[config.mk]
export PLATFORM = sky130hd
export DESIGN_NAME = layer_cmd_sequencer
export DESIGN_NICKNAME = d
export VERILOG_FILES = /design/src/rtl/layer_seq_pkg.sv /design/src/rtl/layer_cmd_sequencer_desc_fifo.sv /design/src/rtl/layer_cmd_sequencer.sv
export SDC_FILE = /design/constraint.sdc
export NUM_CORES = 1
export LEC_CHECK = 0
export CORE_MARGIN = 2
export CORE_UTILIZATION = 58
export CTS_CLUSTER_DIAMETER = 150
export DETAILED_ROUTE_END_ITERATION = 12
export GPL_TIMING_DRIVEN = 0
export MAX_ROUTING_LAYER = met4
export PLACE_DENSITY = 0.85
export SLEW_MARGIN = 10
export SYNTH_ARGS = -nofsm -noshare
export SYNTH_HDL_FRONTEND = slang
export SYNTH_SLANG_ARGS = --single-unit
[constraint.sdc]
create_clock -name clk_intf -period 13.6 [get_ports clk_intf]
set_input_delay 1.36 -clock clk_intf [delete_from_list [all_inputs] [get_ports clk_intf]]
set_output_delay 1.36 -clock clk_intf [all_outputs]
set_load 0.1 [all_outputs]
[src/rtl/layer_seq_pkg.sv]
// Shared types and constants for the layer command sequencer.
// Holds the sequencer FSM state type, the layer descriptor layout and the
// nominal descriptor width. No ports.
package layer_seq_pkg;

  localparam int DESC_W = 128;

  typedef enum logic [1:0] {
    IDLE   = 2'd0,
    LAUNCH = 2'd1,
    RUN    = 2'd2
  } seq_state_t;

  // The named fields fill all 128 descriptor bits exactly, so no bits are
  // left over for a reserved field.
  typedef struct packed {
    logic [7:0]  layer_id;
    logic [15:0] num_rows;
    logic [15:0] num_cols;
    logic [15:0] num_kernels;
    logic [7:0]  kernel_size;
    logic [31:0] src_addr;
    logic [31:0] dst_addr;
  } layer_desc_t;

endpackage

[src/rtl/layer_cmd_sequencer_desc_fifo.sv]
// desc_fifo: synchronous first-word-fall-through FIFO for layer descriptors.
// Ports:
//   clk, rst          clock and synchronous active-high reset
//   push, push_data   write request (ignored when full)
//   pop,  pop_data    read request (ignored when empty); pop_data shows head
//   full, empty       status flags
//   level             number of stored entries (registered)
module desc_fifo #(
  parameter int WIDTH = 128,
  parameter int DEPTH = 4
) (
  input  logic                     clk,
  input  logic                     rst,
  input  logic                     push,
  input  logic [WIDTH-1:0]         push_data,
  input  logic                     pop,
  output logic [WIDTH-1:0]         pop_data,
  output logic                     full,
  output logic                     empty,
  output logic [$clog2(DEPTH):0]   level
);

  localparam int AW = $clog2(DEPTH);
  localparam logic [AW:0] ONE = (AW+1)'(1);

  logic [WIDTH-1:0] mem [DEPTH];
  logic [AW:0]      wr_ptr;
  logic [AW:0]      rd_ptr;
  logic             do_push;
  logic             do_pop;

  // Pointers carry one extra wrap bit so full and empty are distinguishable
  // when the address bits match.
  assign do_push  = push && !full;
  assign do_pop   = pop && !empty;
  assign empty    = (wr_ptr == rd_ptr);
  assign full     = (wr_ptr[AW] != rd_ptr[AW]) && (wr_ptr[AW-1:0] == rd_ptr[AW-1:0]);
  assign pop_data = mem[rd_ptr[AW-1:0]];

  // Storage array carries no reset; stale entries are never visible because
  // the pointers are reset.
  always_ff @(posedge clk) begin
    if (do_push) begin
      mem[wr_ptr[AW-1:0]] <= push_data;
    end
  end

  // Pointer and occupancy bookkeeping; a simultaneous push and pop leaves
  // the level unchanged.
  always_ff @(posedge clk) begin
    if (rst) begin
      wr_ptr <= '0;
      rd_ptr <= '0;
      level  <= '0;
    end else begin
      if (do_push) wr_ptr <= wr_ptr + ONE;
      if (do_pop)  rd_ptr <= rd_ptr + ONE;
      case ({do_push, do_pop})
        2'b10:   level <= level + ONE;
        2'b01:   level <= level - ONE;
        default: level <= level;
      endcase
    end
  end

endmodule

[src/rtl/layer_cmd_sequencer.sv]
// layer_cmd_sequencer: host-side command front end for the CNN layer
// accelerator. Packs host words into descriptors, queues them, and launches
// them one at a time with a start/done handshake.
// Ports:
//   clk_intf, rst                   clock, synchronous active-high reset
//   host_wr_valid/data/ready        host word write channel
//   accel_desc, accel_start         descriptor and one-cycle launch pulse
//   accel_done                      one-cycle completion pulse
//   layers_done                     completed-layer counter (wraps)
//   fifo_level                      descriptors waiting in the queue
//   seq_idle                        nothing running and nothing queued
//   err_proto, err_timeout          sticky error flags
module layer_cmd_sequencer #(
  parameter int DATA_W      = 32,
  parameter int DESC_WORDS  = 4,
  parameter int FIFO_DEPTH  = 4,
  parameter int TIMEOUT_CYC = 2**20
) (
  input  logic                           clk_intf,
  input  logic                           rst,
  input  logic                           host_wr_valid,
  input  logic [DATA_W-1:0]              host_wr_data,
  output logic                           host_wr_ready,
  output logic [DATA_W*DESC_WORDS-1:0]   accel_desc,
  output logic                           accel_start,
  input  logic                           accel_done,
  output logic [15:0]                    layers_done,
  output logic [$clog2(FIFO_DEPTH):0]    fifo_level,
  output logic                           seq_idle,
  output logic                           err_proto,
  output logic                           err_timeout
);

  import layer_seq_pkg::*;

  localparam int DESC_BITS = DATA_W * DESC_WORDS;
  localparam int CNT_W     = (DESC_WORDS > 1) ? $clog2(DESC_WORDS) : 1;
  localparam int TMO_W     = $clog2(TIMEOUT_CYC + 1);
  localparam logic [CNT_W-1:0] LAST_WORD = CNT_W'(DESC_WORDS - 1);
  localparam logic [CNT_W-1:0] CNT_ONE   = CNT_W'(1);
  localparam logic [TMO_W-1:0] TMO_LAST  = TMO_W'(TIMEOUT_CYC - 1);
  localparam logic [TMO_W-1:0] TMO_ONE   = TMO_W'(1);

  seq_state_t           state;
  logic [CNT_W-1:0]     word_cnt;
  logic [DESC_BITS-1:0] asm_desc;
  logic [DESC_BITS-1:0] asm_next;
  logic [DESC_BITS-1:0] head_desc;
  logic [TMO_W-1:0]     tmo_cnt;
  logic                 fifo_full;
  logic                 fifo_empty;
  logic                 word_accept;
  logic                 push;
  logic                 pop;

  assign host_wr_ready = !fifo_full;
  assign word_accept   = host_wr_valid && host_wr_ready;
  assign push          = word_accept && (word_cnt == LAST_WORD);
  assign pop           = (state == IDLE) && !fifo_empty;
  assign seq_idle      = (state == IDLE) && fifo_empty;

  // The incoming word is merged into the partial descriptor here so that the
  // final word can be pushed in the same cycle it arrives.
  always_comb begin
    asm_next = asm_desc;
    asm_next[int'(word_cnt)*DATA_W +: DATA_W] = host_wr_data;
  end

  // Word assembly; a partial descriptor simply waits while the FIFO is full.
  always_ff @(posedge clk_intf) begin
    if (rst) begin
      word_cnt <= '0;
      asm_desc <= '0;
    end else if (word_accept) begin
      asm_desc <= asm_next;
      word_cnt <= (word_cnt == LAST_WORD) ? '0 : word_cnt + CNT_ONE;
    end
  end

  desc_fifo #(
    .WIDTH (DESC_BITS),
    .DEPTH (FIFO_DEPTH)
  ) u_fifo (
    .clk       (clk_intf),
    .rst       (rst),
    .push      (push),
    .push_data (asm_next),
    .pop       (pop),
    .pop_data  (head_desc),
    .full      (fifo_full),
    .empty     (fifo_empty),
    .level     (fifo_level)
  );

  // Launch sequencing. The head descriptor is latched as the FSM leaves IDLE
  // and stays put until the next launch. In RUN, a done pulse on the same
  // edge as the timeout takes priority and counts as a completed layer.
  always_ff @(posedge clk_intf) begin
    if (rst) begin
      state       <= IDLE;
      accel_start <= 1'b0;
      accel_desc  <= '0;
      layers_done <= '0;
      tmo_cnt     <= '0;
      err_proto   <= 1'b0;
      err_timeout <= 1'b0;
    end else begin
      accel_start <= 1'b0;
      if (accel_done && (state != RUN)) begin
        err_proto <= 1'b1;
      end
      case (state)
        IDLE: begin
          if (!fifo_empty) begin
            state       <= LAUNCH;
            accel_desc  <= head_desc;
            accel_start <= 1'b1;
          end
        end
        LAUNCH: begin
          state   <= RUN;
          tmo_cnt <= '0;
        end
        RUN: begin
          if (accel_done) begin
            state       <= IDLE;
            layers_done <= layers_done + 16'd1;
          end else if (tmo_cnt == TMO_LAST) begin
            state       <= IDLE;
            err_timeout <= 1'b1;
          end else begin
            tmo_cnt <= tmo_cnt + TMO_ONE;
          end
        end
        default: state <= IDLE;
      endcase
    end
  end

endmodule

==> metrics.txt <==
IO Pins=188; Fillers=3231; PortBufs=186; clk_skew=0.0210 ns; clock slew at reported path FFs=0.06 ns; sequential area share after synthesis=0.683; Power Total=0.00692 W; Worst EP arrival=5.20 ns; cell area after synthesis=31600 um^2; chip height=237 um; Post-synth EDFFs=512; Max Cap Violations=0; Wirelength per Cell=24.6 um; Worst slew margin=0.171; share of the synthesized area in the top cell type=0.487; Final period util=0.360; cell taking the most area after synthesis=edfxtp_1; Tightest Pin Transition=1.24 ns; RSZ-0062 raised after global routing=no; CP Launch Type=primary input; postcts setup bufs=0; clock root cell=clkbuf_16; cts hold-fix bufs=0; Max clock buf depth=3; Via Count=21875; Core Region=53800 um^2; Syn Inst Count=2376; Initial Util=0.586; drt first pass iters=6; TritonCTS clock tree=done; GRT Resource Usage Total=0.307; vias per cell=6.41; worst hold stages=2; Pins Over Slew Limit=0; critical path cell sequence=clkdlybuf4s50_1 -> inv_1 -> a31oi_1 -> clkbuf_1 -> clkbuf_1 -> and3_4 -> buf_16 -> buf_16; die area=56300 um^2; largest net degree at the start of global routing=52; Initial DRC Count=2892; first-pass GRT wire length=126 mm; status=finished clean; leakage power=12.5 nW; Worst-Skew Late Latency=0.64 ns; VDD IR max=134 uV; crit end category=register; share of cells above drive strength 1=0.111; Main synth FF type=edfxtp_1; critical path peak fanout=50; antenna diode count=0; Final WS setup=8.71 ns; crit path max-delay cell type=and3_4; residual DRC count=0; Layout area overhead=17.9%; PD cells=186 nW/um^2; NumNets Final=2701; async set-reset flop share out of synthesis=0; #FFs+latches synth=821; slowest stage delay, CP=0.85 ns; # H-tree levels=3; Avg Cell Area, Syn=13.3 um^2; most common cell after layout, fill and taps aside=nand2_1; fmax=204 MHz; fin crit period=4.89 ns; PostCTS Resize Cnt=0; FF-to-FF path depth=7; Worst Path Required=13.91 ns; routed wire length=84.0 mm; ANT nets after route=0; Post-Place Worst Slack=8.17 ns; most frequent cells in the layout=nand2_1, edfxtp_1, dfxtp_1; gpl congestion=0.865; grt total ovfl=0; vias in the first global route=21876; Fin Setup TNS=0 ns; final setup fails=0; worst min path class=register to register; synth unique cells=52; largest cells by area after synthesis=edfxtp_1, dfxtp_1, mux4_2, nand2_1, a311oi_1; Num CTS Buffers=79; initial antenna violation count=0; Rows=85; Final Hold Viols=0; dpl hpwl=54.0 mm; kind of critical path=primary input to register; CTS sink count=821; Die Wd=237 um; yosys synthesis warning count=0; Synth Net Count=2426
[flip-flops by register name (all words and copies together), names as in the netlist]
register and cells:
u_fifo.level 3, err_timeout 1, u_fifo.wr_ptr 3, layers_done 16
accel_start 1, state 2, asm_desc 128, err_proto 1
accel_desc 128, u_fifo.mem 512, word_cnt 2, tmo_cnt 21
u_fifo.rd_ptr 3
[cell type report]
cell class / instances / area [um^2] / share of cell area
flip-flops and latches: 821 / 21600 / 0.580
repair buffers: 194 / 2080 / 0.0560
clock inverters: 38 / 405 / 0.0109
clock buffers: 110 / 2260 / 0.0607
plain buffers: 156 / 621 / 0.0167
well taps: 696 / 871 / 0.0234
inverters: 10 / 37.5 / 0.00101
multi-input cells: 1389 / 9360 / 0.252
[power by group]
group          switching (W)  internal (W)  total [W]  leakage, nW
registers          0.0000801       0.00278    0.00286         7.22
logic                0.00131      0.000495    0.00181         3.98
clock network       0.000959       0.00129    0.00225         1.32
[metal layers]
| metal | part of all wire | GRT usage | vias up |
|---|---|---|---|
| met3 | 0.10 | 0.0489 | 319 |
| li1 | - | - | 9294 |
| met5 | 0 | - | - |
| met2 | 0.48 | 0.480 | 1573 |
| met1 | 0.36 | 0.385 | 10689 |
| met4 | 0.061 | 0.179 | 0 |
[cells by family after synthesis]
group | synth area share
muxes | 0.0920
buffers and inverters | 0.0208
AOI/OAI and AO/OA | 0.0669
adders and majority gates | 0.00579
xor gates and xnor gates | 0.00638
DFF | 0.683
and+or+nand+nor | 0.125
[critical path, delay by kind of cell]
family	cells	cell delay (ns)
buffers and inverters	6	2.47
and+or+nand+nor	1	0.85
AOI/OAI and AO/OA	1	0.48
[synth_stat cells (13+ instances only)]
library cell,instances
edfxtp_1,512
dfxtp_1,309
xor2_1,14
mux4_2,128
nand2_1,536
a311oi_1,128
buf_2,27
ha_1,13
a21oi_1,156
nor2_1,169
clkbuf_1,119
nand2b_1,131
nand3_1,14
[per-stage QoR]
step | hold slack, ns | std cells | area [um^2] | util
CTS | 0.456 | 3414 | 37200 | 0.691
floorplan | 0.436 | 2376 | 31600 | -
finish | 0.452 | 3414 | 37200 | 0.691
global placement | 0.443 | 3258 | 34300 | 0.637
detailed placement | 0.447 | 3266 | 34500 | 0.642
global route | 0.465 | 3414 | 37200 | 0.691
[final timing paths]
path	start	end	slack, ns
worst max-delay path	host_wr_valid	u_fifo.mem[0][26]	8.71
worst min-delay path	accel_desc[124]	accel_desc[124]	0.45
worst max register to register	u_fifo.wr_ptr[1]	u_fifo.mem[0][26]	9.21
worst min register to register	accel_desc[124]	accel_desc[124]	0.45
Power figures use the tool's default switching activity.
